### config.mk
export PLATFORM = sky130hd
export DESIGN_NAME = branch_predict_unit
export DESIGN_NICKNAME = d
export VERILOG_FILES = /design/src/rtl/branch_predict_unit.sv
export SDC_FILE = /design/constraint.sdc
export NUM_CORES = 1
export LEC_CHECK = 0
export ABC_AREA = 1
export BUFFER_PORTS_ARGS = -buffer_cell sky130_fd_sc_hd__buf_2
export CAP_MARGIN = 10
export CORE_ASPECT_RATIO = 1.1
export CORE_UTILIZATION = 39
export CTS_CLUSTER_DIAMETER = 100
export CTS_CLUSTER_SIZE = 12
export DETAILED_ROUTE_END_ITERATION = 16
export PLACE_DENSITY = 0.71
export SLEW_MARGIN = 30
export SYNTH_ARGS = -nofsm -noshare
export SYNTH_HDL_FRONTEND = slang
export SYNTH_SLANG_ARGS = --single-unit
export TNS_END_PERCENT = 1
### constraint.sdc
create_clock -name clk -period 4.6 [get_ports clk]
set_input_delay 0.46 -clock clk [delete_from_list [all_inputs] [get_ports clk]]
set_output_delay 0.46 -clock clk [all_outputs]
set_load 0.005 [all_outputs]
### src/rtl/branch_predict_unit.sv
// -----------------------------------------------------------------------------
// branch_predict_unit
//
// Resolves RISC-V conditional branches in the EX stage and predicts branch
// direction for the fetch stage. Prediction comes from a direct-mapped
// table of 2-bit saturating counters indexed by PC, with no tags. On a
// misprediction the unit raises a flush and supplies the correct next PC.
// Two saturating counters record resolved branches and mispredictions.
//
// Parameters
//   XLEN        PC / target width
//   INDEX_BITS  log2 of table depth; index = pc[INDEX_BITS+1:2]
//   INIT_STATE  counter value loaded into every entry at reset
//   CNT_W       width of the statistics counters
//
// Ports
//   clk               system clock, rising edge
//   reset             asynchronous, active-high reset
//   if_pc             PC of the instruction in fetch
//   if_pred_taken     prediction for if_pc (combinational, pre-edge table value)
//   ex_valid          EX holds a real instruction
//   ex_branch         EX instruction is a conditional branch
//   ex_fun3           branch funct3
//   ex_zero           ALU zero flag (rs1 == rs2)
//   ex_less           ALU less flag (signedness chosen by the ALU)
//   ex_pc             PC of the EX instruction
//   ex_target         computed branch target
//   ex_pred_taken     prediction that was made for this instruction at fetch
//   ex_taken          resolved direction
//   flush             misprediction: squash younger IF/ID instructions
//   redirect_pc       correct next PC, meaningful while flush = 1
//   branch_count      number of resolved branches (saturating)
//   mispredict_count  number of mispredictions (saturating)
// -----------------------------------------------------------------------------
module branch_predict_unit #(
  parameter int unsigned XLEN       = 32,
  parameter int unsigned INDEX_BITS = 6,
  parameter logic [1:0]  INIT_STATE = 2'b01,
  parameter int unsigned CNT_W      = 16
) (
  input  logic             clk,
  input  logic             reset,
  input  logic [XLEN-1:0]  if_pc,
  output logic             if_pred_taken,
  input  logic             ex_valid,
  input  logic             ex_branch,
  input  logic [2:0]       ex_fun3,
  input  logic             ex_zero,
  input  logic             ex_less,
  input  logic [XLEN-1:0]  ex_pc,
  input  logic [XLEN-1:0]  ex_target,
  input  logic             ex_pred_taken,
  output logic             ex_taken,
  output logic             flush,
  output logic [XLEN-1:0]  redirect_pc,
  output logic [CNT_W-1:0] branch_count,
  output logic [CNT_W-1:0] mispredict_count
);

  localparam int unsigned DEPTH = 1 << INDEX_BITS;

  // RISC-V branch funct3 encodings; 010 and 011 are not branches.
  localparam logic [2:0] F_BEQ  = 3'b000;
  localparam logic [2:0] F_BNE  = 3'b001;
  localparam logic [2:0] F_BLT  = 3'b100;
  localparam logic [2:0] F_BGE  = 3'b101;
  localparam logic [2:0] F_BLTU = 3'b110;
  localparam logic [2:0] F_BGEU = 3'b111;

  localparam logic [XLEN-1:0]  PC_STEP = XLEN'(4);
  localparam logic [CNT_W-1:0] CNT_MAX = '1;
  localparam logic [CNT_W-1:0] CNT_ONE = CNT_W'(1);

  // Counter encoding: 00 strong-NT, 01 weak-NT, 10 weak-T, 11 strong-T.
  // The MSB is the predicted direction.
  function automatic logic [1:0] ctr_next(input logic [1:0] cur,
                                          input logic       taken);
    logic [1:0] nxt;
    nxt = cur;
    if (taken) begin
      if (cur != 2'b11) nxt = cur + 2'd1;
    end else begin
      if (cur != 2'b00) nxt = cur - 2'd1;
    end
    return nxt;
  endfunction

  // ---------------------------------------------------------------------------
  // State
  // ---------------------------------------------------------------------------
  logic [DEPTH-1:0][1:0] bht_q, bht_d;
  logic [CNT_W-1:0]      branch_count_q, branch_count_d;
  logic [CNT_W-1:0]      mispredict_count_q, mispredict_count_d;

  logic [INDEX_BITS-1:0] if_idx;
  logic [INDEX_BITS-1:0] ex_idx;

  logic                  dir;
  logic                  fun3_ok;
  logic                  res;
  logic                  mispred;
  logic [XLEN-1:0]       seq_pc;

  assign if_idx = if_pc[INDEX_BITS+1:2];
  assign ex_idx = ex_pc[INDEX_BITS+1:2];

  // Byte-offset bits and the bits above the index never reach the table;
  // PCs differing only there alias to the same entry by design.
  logic unused_if_pc_bits;
  assign unused_if_pc_bits = ^{if_pc[1:0], if_pc[XLEN-1:INDEX_BITS+2]};

  // ---------------------------------------------------------------------------
  // Prediction: reads the registered table, so a same-edge update to the
  // same entry is not bypassed.
  // ---------------------------------------------------------------------------
  assign if_pred_taken = bht_q[if_idx][1];

  // ---------------------------------------------------------------------------
  // Resolution
  // ---------------------------------------------------------------------------
  always_comb begin
    // NOTE: every variable gets a default first so no path leaves it unassigned,
    // which would otherwise infer a latch.
    dir     = 1'b0;
    fun3_ok = 1'b1;
    case (ex_fun3)
      F_BEQ:          dir = ex_zero;
      F_BNE:          dir = !ex_zero;
      F_BLT, F_BLTU:  dir = ex_less;
      F_BGE, F_BGEU:  dir = !ex_less;
      default:        fun3_ok = 1'b0;
    endcase
  end

  assign res      = ex_valid & ex_branch & fun3_ok;
  assign ex_taken = res & dir;
  assign mispred  = res & (ex_taken != ex_pred_taken);
  assign flush    = mispred;

  // Fall-through address wraps modulo 2^XLEN.
  assign seq_pc      = ex_pc + PC_STEP;
  assign redirect_pc = ex_taken ? ex_target : seq_pc;

  // ---------------------------------------------------------------------------
  // Next-state: one table entry and the statistics counters
  // ---------------------------------------------------------------------------
  always_comb begin
    bht_d = bht_q;
    if (res) begin
      bht_d[ex_idx] = ctr_next(bht_q[ex_idx], ex_taken);
    end
  end

  always_comb begin
    branch_count_d     = branch_count_q;
    mispredict_count_d = mispredict_count_q;
    if (res && (branch_count_q != CNT_MAX)) begin
      branch_count_d = branch_count_q + CNT_ONE;
    end
    if (mispred && (mispredict_count_q != CNT_MAX)) begin
      mispredict_count_d = mispredict_count_q + CNT_ONE;
    end
  end

  // ---------------------------------------------------------------------------
  // Registers
  // ---------------------------------------------------------------------------
  // NOTE: the table is built from flops rather than RAM so every entry can be
  // forced to INIT_STATE by the asynchronous reset; predictions must be
  // well-defined from the first fetch after reset.
  always_ff @(posedge clk or posedge reset) begin
    if (reset) begin
      // NOTE: non-blocking assignments for all state so every flop samples
      // pre-edge values regardless of statement order.
      bht_q              <= {DEPTH{INIT_STATE}};
      branch_count_q     <= '0;
      mispredict_count_q <= '0;
    end else begin
      bht_q              <= bht_d;
      branch_count_q     <= branch_count_d;
      mispredict_count_q <= mispredict_count_d;
    end
  end

  assign branch_count     = branch_count_q;
  assign mispredict_count = mispredict_count_q;

endmodule
==> impl_metrics.py, run 1 <==
metrics = {
    "outcome": {
        "status": "completed",
    },
    "floorplan": {
        "initial_core_util": 0.3967,
        "std_cell_rows": 62,
        "ios": 173,
        "core_um2": 26070,
        "die_width_um": 157.3,
        "die_h_um": 172.8,
        "fp.dieArea_um2": 27170,
    },
    "synthesis": {
        "synth_edf_count": 0,
        "ys_seq_area_frac": 0.3950,
        "synth_area_um2": 10340,
        "yosysTopAreaCell": "nand2_1",
        "synth_area_leaders": "nand2_1, dfrtp_1, dfstp_2",
        "synthesis.nets": 1729,
        "postSynthCellCount": 1620,
        "netlist.area_leader.share": 0.3053,
        "syn_avg_cell_area_um2": 6.383,
        "ys.flop_type": "dfrtp_1",
        "synthTopCellsByCount": "nand2_1, inv_1, nor2_1, dfrtp_1, dfstp_2",
        "synth_most_common_cell": "nand2_1",
        "ys_seq_elements": 160,
        "ys_async_sr_fraction": 1.000,
        "ys_warn_count": 0,
        "yosysUniqueCellTypes": 34,
    },
    "routing": {
        "via_per_inst": 4.968,
        "drtAntennaViolNets": 0,
        "drtIter0Drc": 759,
        "vias": 10458,
        "first_pass_iters": 5,
        "drcViolationCount": 0,
        "wl_um": 30410,
        "wl_per_cell_um": 14.45,
    },
    "clock_network": {
        "cts_resized": 0,
        "clk_pin_slew_ns": 0.07,
        "cts_root_buffer": "clkbuf_16",
        "cts_setup_buffers": 0,
        "numCtsBuffers": 17,
        "cts_tree": "built",
        "clk_latency_ns": 0.44,
        "hold_buffers": 0,
        "clock_sinks": 160,
        "clk_path_buf_depth": 2,
        "h-tree-depth": 4,
    },
    "timing": {
        "slew_headroom": 0.3460,
        "final.setup.tns_ns": 0,
        "rsz0062_at_grt": "no",
        "worst_slew_pin_slew_ns": 0.9810,
        "min_period_over_period": 0.7365,
        "setup_viol": 0,
        "finalHoldViolCount": 0,
        "slew_viol_final": 0,
        "hold-worst-slack_ns": 0.2910,
        "clock_skew_ns": 0.01308,
        "final.min_clock_period_ns": 3.388,
        "timing.fmax_ghz": 0.2952,
    },
    "pwr": {
        "p_switching_mw": 1.074,
        "peakVddDrop_mv": 0.2411,
        "p_per_area_nw_per_um2": 301.6,
        "pwr-share-seq": 0.437,
        "comb_power_share": 0.151,
        "clkPwrFrac": 0.413,
        "switching_share": 0.2988,
        "power.leakage_nw": 6.099,
        "cellInternalPower_mw": 2.520,
    },
    "grt": {
        "met3_usage": 0.04586,
        "grt_pass1_wl_um": 48930,
        "busiest_layer": "met2",
        "overflow": 0,
        "antenna_found_initial": 0,
        "grt_usage": 0.2298,
        "grt_pass1_vias": 9879,
        "grt_util_met1": 0.2863,
        "grt_util_met2": 0.3842,
        "grt_max_degree": 161,
    },
    "critical_path": {
        "cp.arrival_ns": 2.93,
        "critical_path.cell_chain": "buf_2 > buf_4 > ha_1 > nand3_1 > nor2_1 > nand3_1 > nor3_1 > nand3_1 > nor2_1 > or2_2 > nand3_1 > nand2_1 > buf_2",
        "worstSetupPathType": "input port to primary output",
        "worstPathRequired_ns": 4.14,
        "reg2reg_depth": 12,
        "crit_path_end_kind": "primary output",
        "startpoint_type": "input port",
        "worstPathMaxFanout": 46,
        "critPathMaxStageDelay_ns": 0.46,
        "cp_slowest_cell": "buf_4",
        "cpMostUsedCell": "nand3_1",
    },
    "hold_path": {
        "min_path_type": "input port to async pin",
    },
    "finish": {
        "drive_above_1_share": 0.1517,
        "syn_to_final_growth_pct": 15.23,
        "nNetsFinal": 1849,
        "num_antenna_cells": 0,
    },
    "place": {
        "gp_congestion": 0.8867,
        "hpwlAfterDp_um": 20320,
        "io_buffers": 146,
    },
    "job": {
        "maxCapViolCount": 0,
    },
}
## layout by cell type, fill, tap and decap left out, drive strengths merged
cell type,netlist,routed
a21oi,10,10
a31oi,1,1
buf,34,157
bufinv,0,2
clkbuf,22,18
clkinv,1,3
clkinvlp,0,2
dfrtp,96,96
dfstp,64,64
ha,3,3
inv,157,165
nand2,844,844
nand3,43,43
nand3b,4,4
nand4,9,9
nor2,134,134
nor3,50,50
nor4,4,4
o211ai,14,14
o21ai,63,63
o221ai,4,4
o22ai,4,4
o31ai,2,2
or2,8,8
xnor2,19,19
xor2,30,30
## cell type report
type                            count  area [um2]
Fill cell                        2665       14150
Multi-Input combinational cell   1246        5349
Sequential cell                   160        4084
Timing Repair Buffer              157       838.3
Inverter                          158       596.8
Tap cell                          352       440.4
Clock buffer                       18       439.2
Clock inverter                     14       167.7
## worst max-delay path: cells and delay by family
kind / cells / cell delay [ns]
simple gates: 9 / 1.50
fa+ha+maj: 1 / 0.30
buf+inv: 3 / 0.67
## sequential cells by signal (all words and copies together) (netlist names)
register          cells
bht_q               128
branch_count         16
mispredict_count     16
## kinds of logic after synthesis
family                   share of synthesized area
AND/OR/NAND/NOR                             0.4181
buffers and inverters                      0.08846
flip-flops                                  0.3950
AO/OA/AOI/OAI                              0.05336
XOR/XNOR                                   0.04151
adder cells (fa/ha/maj)                   0.003631
## through the flow
step,cell area [um2],std cells,util,power (mW),worst slack (ns)
6_report,11920,2105,0.4571,3.594,1.212
5_1_grt,11920,2105,0.4571,3.753,0.9272
4_1_cts,11920,2105,0.4571,3.616,1.209
3_5_place_dp,11310,2073,0.4339,2.128,1.213
3_3_place_gp,11310,2073,0.4339,2.121,1.279
2_1_floorplan,10340,1620,-,1.909,2.163
## power groups by stage
stage	Clock, mW	Combinational, mW	Sequential (mW)
floorplan	0	0.327	1.58
global placement	0	0.531	1.59
detailed placement	0	0.539	1.59
CTS	1.51	0.541	1.57
global route	1.56	0.610	1.58
finish	1.48	0.541	1.57
## worst paths after layout
kind | startpoint | to | slack, ns
max in group asynchronous | reset | bht_q[5] | 3.69
max reg2reg | mispredict_count[0] | mispredict_count[11] | 2.04
max | ex_pc[2] | redirect_pc[26] | 1.21
min | reset | mispredict_count[14] | 0.29
min in group clk | bht_q[26] | bht_q[26] | 0.47
min reg2reg | bht_q[26] | bht_q[26] | 0.47
## routing by layer
layer,wire (um),share of wire
met1,12900,0.42
met4,1016,0.033
met2,14070,0.46
met3,2416,0.079
met5,0,0
(Power assumes the default switching activity.)
==> inputs of run 2 (changes only) <==
==> constraint.sdc (replaced) <==
create_clock -name clk -period 2.85 [get_ports clk]
set_input_delay 0.285 -clock clk [delete_from_list [all_inputs] [get_ports clk]]
set_output_delay 0.285 -clock clk [all_outputs]
set_load 0.005 [all_outputs]
==> impl_metrics.py, run 2 (same netlist as run 1, synthesis figures left out) <==
metrics = {
    "critical_path": {
        "startpoint_type": "input port",
        "cpMostUsedCell": "nand3_1",
        "crit_path_end_kind": "primary output",
        "worstSetupPathType": "input port to primary output",
        "r2r_start": "mispredict_count[0]",
        "crit_family": "simple AND/OR/NAND/NOR gates",
        "reg2reg_depth": 12,
        "path_buf_inv": 2,
        "worstPathRequired_ns": 2.57,
        "critPathMaxStageDelay_ns": 0.32,
        "cp.arrival_ns": 2.30,
        "cp_slowest_cell": "nor3_1",
        "rrSetupSlack_ns": 0.58,
        "worstPathMaxFanout": 5,
        "critical_path.cell_chain": "buf_2 > ha_1 > nand3_1 > nor2_1 > nand3_1 > nor3_1 > nand3_1 > nor2_1 > or2_2 > nand3_1 > nand2_1 > buf_2",
        "timing.rr.end": "mispredict_count[11]",
    },
    "finish": {
        "layout_commonest_cell": "nand2_1",
        "largest_register_ffs": 128,
        "finalNonFillerCells": 2120,
        "fill_cells": 2658,
        "nNetsFinal": 1864,
        "drive_above_1_share": 0.1584,
        "largest-register": "bht_q",
        "postLayoutCoreUtil": 0.4616,
        "mostFrequentLayoutCells": "nand2_1, inv_1, buf_2",
        "syn_to_final_growth_pct": 16.35,
        "num_antenna_cells": 0,
    },
    "place": {
        "io_buffers": 146,
        "place_inst": 2087,
        "gp_congestion": 0.9452,
        "hpwlAfterDp_um": 20910,
    },
    "floorplan": {
        "core_um2": 26070,
        "fp.dieArea_um2": 27170,
        "die_width_um": 157.3,
        "ios": 173,
        "die_h_um": 172.8,
        "std_cell_rows": 62,
        "initial_core_util": 0.3967,
    },
    "hold_path": {
        "min_path_type": "input port to flop",
        "min_to": "mispredict_count[0]",
        "hp-start": "ex_pred_taken",
        "hold_depth": 5,
    },
    "pwr": {
        "switching_share": 0.3106,
        "pwr-share-seq": 0.448,
        "power.leakage_nw": 6.162,
        "comb_power_share": 0.158,
        "cellInternalPower_mw": 3.898,
        "clkPwrFrac": 0.394,
        "peakVddDrop_mv": 0.3597,
        "p_per_area_nw_per_um2": 470.0,
        "p_switching_mw": 1.756,
        "p_total_mw": 5.655,
    },
    "timing": {
        "final.min_clock_period_ns": 2.585,
        "timing.fmax_ghz": 0.3869,
        "clock_skew_ns": 0.008740,
        "rsz0062_at_grt": "no",
        "final.setup.tns_ns": 0,
        "hold-worst-slack_ns": 0.3846,
        "setup_viol": 0,
        "worst_slew_pin_slew_ns": 0.7838,
        "slew_headroom": 0.4764,
        "min_period_over_period": 0.9070,
        "finalHoldViolCount": 0,
        "slew_viol_final": 0,
    },
    "routing": {
        "first_pass_iters": 5,
        "wl_per_cell_um": 14.20,
        "wl_um": 30110,
        "drtAntennaViolNets": 0,
        "drtIter0Drc": 810,
        "vias": 10506,
        "drcViolationCount": 0,
        "via_per_inst": 4.956,
    },
    "clock_network": {
        "clk_pin_slew_ns": 0.07,
        "cts_setup_buffers": 0,
        "clk_path_buf_depth": 2,
        "cts_tree": "built",
        "cts_root_buffer": "clkbuf_16",
        "numCtsBuffers": 17,
        "h-tree-depth": 4,
        "clk_latency_ns": 0.44,
        "clock_sinks": 160,
    },
    "grt": {
        "antenna_found_initial": 0,
        "grt_pass1_vias": 9649,
        "overflow": 0,
        "grt_usage": 0.2262,
        "grt_max_degree": 55,
        "grt_pass1_wl_um": 48260,
    },
    "job": {
        "maxCapViolCount": 0,
    },
    "outcome": {
        "status": "completed",
    },
}
[run 2: changes by cell type in the layout (fill, tap and decap cells not counted)]
cell	previous run	this run
dlygate4sd3_1	0	1
inv_6	6	8
buf_12	2	5
clkbuf_8	1	0
bufinv_16	2	0
clkinv_4	1	2
buf_4	9	20
clkinv_8	0	2
inv_8	3	1
[run 2: worst max-delay path by stage]
stage / start / to / slack [ns] / cells after the start
after floorplan: reset / bht_q[101] / 0.59 / 1
after global placement: ex_pc[2] / redirect_pc[26] / 0.37 / 12
after detailed placement: ex_pc[2] / redirect_pc[26] / 0.31 / 12
after CTS: ex_pc[2] / redirect_pc[26] / 0.30 / 12
after global routing: ex_pc[2] / redirect_pc[26] / 0.06 / 12
final: ex_pc[2] / redirect_pc[26] / 0.27 / 12
[run 2: area by class of cell]
| class | instances | area [um2] | area share |
|---|---|---|---|
| tap | 352 | 440.4 | 0.03661 |
| multi-input combinational | 1246 | 5349 | 0.4446 |
| inverter | 158 | 596.8 | 0.04961 |
| clock buffer | 17 | 425.4 | 0.03536 |
| clock inverter | 15 | 143.9 | 0.01196 |
| timing repair buffer | 172 | 991.0 | 0.08237 |
| sequential | 160 | 4084 | 0.3395 |
[run 2: metrics by stage]
stage          cell area (um2)  setup slack [ns]
6_report                 12030            0.2652
5_1_grt                  12030           0.06420
4_1_cts                  12030            0.2973
3_5_place_dp             11450            0.3110
3_3_place_gp             11450            0.3743
2_1_floorplan            10340            0.5884
[run 2: metal layers]
| metal | global-route usage | share of wire |
|---|---|---|
| met1 | 0.2935 | 0.43 |
| met2 | 0.3721 | 0.47 |
| met3 | 0.04060 | 0.076 |
| met4 | 0.08738 | 0.030 |
| met5 | 0 | 0 |
[run 2: power by group through the flow]
stage / clock (mW) / combinational, mW / sequential [mW]
6_report: 2.23 / 0.893 / 2.53
5_1_grt: 2.36 / 1.01 / 2.55
4_1_cts: 2.26 / 0.894 / 2.53
3_5_place_dp: 0 / 0.890 / 2.57
3_3_place_gp: 0 / 0.881 / 2.57
2_1_floorplan: 0 / 0.527 / 2.55
[run 2: tightest hold or removal path: stages]
cell,delay [ns]
buf_2,0.09
a21oi_1,0.07
nand2_1,0.08
buf_4,0.18
xor2_1,0.08
[run 2: repair_timing]
item	CTS	global route
resized for setup	0	0
endpoints found under the setup margin	0	0
hold endpoints to repair	9	0
hold buffers	1	0
==> inputs of run 3 (changes only) <==
--- a/config.mk
+++ b/config.mk
@@ -10,6 +10,7 @@
 export CAP_MARGIN = 10
 export CORE_ASPECT_RATIO = 1.1
 export CORE_UTILIZATION = 39
+export CTS_BUF_LIST = sky130_fd_sc_hd__clkbuf_16
 export CTS_CLUSTER_DIAMETER = 100
 export CTS_CLUSTER_SIZE = 12
 export DETAILED_ROUTE_END_ITERATION = 16
==> constraint.sdc (replaced) <==
create_clock -name clk -period 2.85 [get_ports clk]
set_input_delay 0.285 -clock clk [delete_from_list [all_inputs] [get_ports clk]]
set_output_delay 0.285 -clock clk [all_outputs]
set_load 0.1 [all_outputs]
==> impl_metrics.py, run 3 (same netlist as run 1, synthesis figures left out) <==
metrics = {
    "finish": {
        "design_area_um2": 12520,
        "largest_register_ffs": 128,
        "largest-register": "bht_q",
        "mostFrequentLayoutCells": "nand2_1, inv_1, nor2_1",
        "syn_to_final_growth_pct": 21.08,
        "postLayoutCoreUtil": 0.4803,
        "layout_commonest_cell": "nand2_1",
        "num_antenna_cells": 0,
        "drive_above_1_share": 0.1594,
        "nNetsFinal": 1865,
    },
    "timing": {
        "slew_viol_final": 0,
        "worst_slew_pin_slew_ns": 0.7091,
        "min_period_over_period": 0.9038,
        "finalHoldViolCount": 0,
        "final.setup.tns_ns": 0,
        "hold-worst-slack_ns": 0.3515,
        "timing.fmax_ghz": 0.3882,
        "setup_viol": 0,
        "rsz0062_at_grt": "no",
        "final.min_clock_period_ns": 2.576,
        "clock_skew_ns": 0.01164,
        "slew_headroom": 0.5263,
    },
    "critical_path": {
        "worstSetupPathType": "input port to primary output",
        "worstPathRequired_ns": 2.57,
        "critPathMaxStageDelay_ns": 0.23,
        "startpoint_type": "input port",
        "crit_family": "simple AND/OR/NAND/NOR gates",
        "cp.arrival_ns": 2.29,
        "cp_slowest_cell": "buf_4",
        "critical_path.cell_chain": "buf_2 > buf_4 > nand2_1 > nor2_4 > nand2_1 > nor2_1 > nand3b_1 > nor3_2 > nand3_1 > xnor2_1 > nand2_1 > nand2_1 > buf_12",
        "crit_path_end_kind": "primary output",
        "worstPathMaxFanout": 12,
        "rrSetupSlack_ns": 0.59,
        "cpMostUsedCell": "nand2_1",
        "path_buf_inv": 3,
    },
    "routing": {
        "drtIter0Drc": 902,
        "drcViolationCount": 0,
        "wl_um": 30670,
        "via_per_inst": 4.985,
        "first_pass_iters": 5,
        "drtAntennaViolNets": 0,
        "vias": 10573,
        "wl_per_cell_um": 14.46,
    },
    "floorplan": {
        "die_width_um": 157.3,
        "std_cell_rows": 62,
        "die_h_um": 172.8,
        "initial_core_util": 0.3967,
        "core_um2": 26070,
        "ios": 173,
        "fp.dieArea_um2": 27170,
    },
    "grt": {
        "overflow": 0,
        "grt_usage": 0.2317,
        "grt_pass1_wl_um": 49840,
        "grt_max_degree": 59,
        "antenna_found_initial": 0,
        "grt_pass1_vias": 10079,
    },
    "place": {
        "dpl_cell_area_um2": 11910,
        "io_buffers": 146,
        "hpwlAfterDp_um": 21480,
        "gp_congestion": 0.9153,
    },
    "job": {
        "maxCapViolCount": 0,
    },
    "clock_network": {
        "clock_sinks": 160,
        "h-tree-depth": 4,
        "clk_path_buf_depth": 2,
        "numCtsBuffers": 17,
        "clk_latency_ns": 0.44,
        "clk_pin_slew_ns": 0.07,
        "cts_tree": "built",
        "cts_root_buffer": "clkbuf_16",
    },
    "hold_path": {
        "min_path_type": "input port to flop",
    },
    "pwr": {
        "power.leakage_nw": 6.344,
        "p_per_area_nw_per_um2": 542.3,
        "peakVddDrop_mv": 1.011,
    },
    "outcome": {
        "status": "completed",
    },
}
-- run 3: cell count changes in the layout (fill, tap and decap cells not counted) --
cell,delta
buf_12,+30
buf_2,-29
clkinv_4,+3
inv_6,-3
bufinv_16,+2
clkinv_8,-2
clkinvlp_4,-1
inv_8,+1
nor2_1,-1
nor2_2,+1
-- run 3: area by class of cell --
| type | instances | area [um2] |
|---|---|---|
| multi-input cells | 1246 | 5351 |
| fillers | 2595 | 13550 |
| clock inverters | 15 | 175.2 |
| clock buffers | 17 | 425.4 |
| flip-flops and latches | 160 | 4084 |
| inverters | 158 | 596.8 |
| well taps | 352 | 440.4 |
| repair buffers | 173 | 1446 |
-- run 3: timing repair --
item	in CTS	in global routing
setup buffers	0	0
hold buffers	1	0
resized for setup	0	1
endpoints found under the setup margin	0	2
endpoints found under the hold margin	22	0
-- run 3: metal layers --
metal | up-vias | global-route usage | routed length [um]
li1 | 5226 | - | -
met1 | 4812 | 0.2865 | 12690
met2 | 451 | 0.3875 | 14450
met3 | 84 | 0.04261 | 2319
met4 | 0 | 0.1084 | 1199
met5 | - | 0 | 0
-- run 3: path summary, 6_finish.rpt --
check / start / to / depth (start not counted)
max in group asynchronous: reset / bht_q[112] / 4
setup / recovery: ex_pc[3] / redirect_pc[21] / 13
setup reg to reg: mispredict_count[0] / mispredict_count[11] / 12
hold reg to reg: bht_q[88] / bht_q[88] / 2
hold / removal: ex_pred_taken / mispredict_count[0] / 5
min in group asynchronous: reset / mispredict_count[14] / 3
-- run 3: through the flow --
stage,power [mW],setup WS [ns],std cells
3_5_place_dp,4.460,0.2074,2088
5_1_grt,7.041,0.01817,2121
4_1_cts,6.805,0.1995,2121
6_report,6.790,0.2741,2121
2_1_floorplan,3.941,-0.9831,1620
3_3_place_gp,4.443,0.2226,2088
-- run 3: worst min-delay path, delay by kind of cell --
kind                   cells  cell delay [ns]
AND/OR/NAND/NOR            1             0.08
AO/OA/AOI/OAI              1             0.06
buffers and inverters      2             0.25
XOR/XNOR                   1             0.07
-- run 3: power breakdown --
part           internal (mW)  leakage [nW]  switching, mW
sequential              2.41          1.98          0.118
clock                   1.32         0.297           1.04
combinational          0.433          4.07           1.46
total                   4.17          6.34           2.62
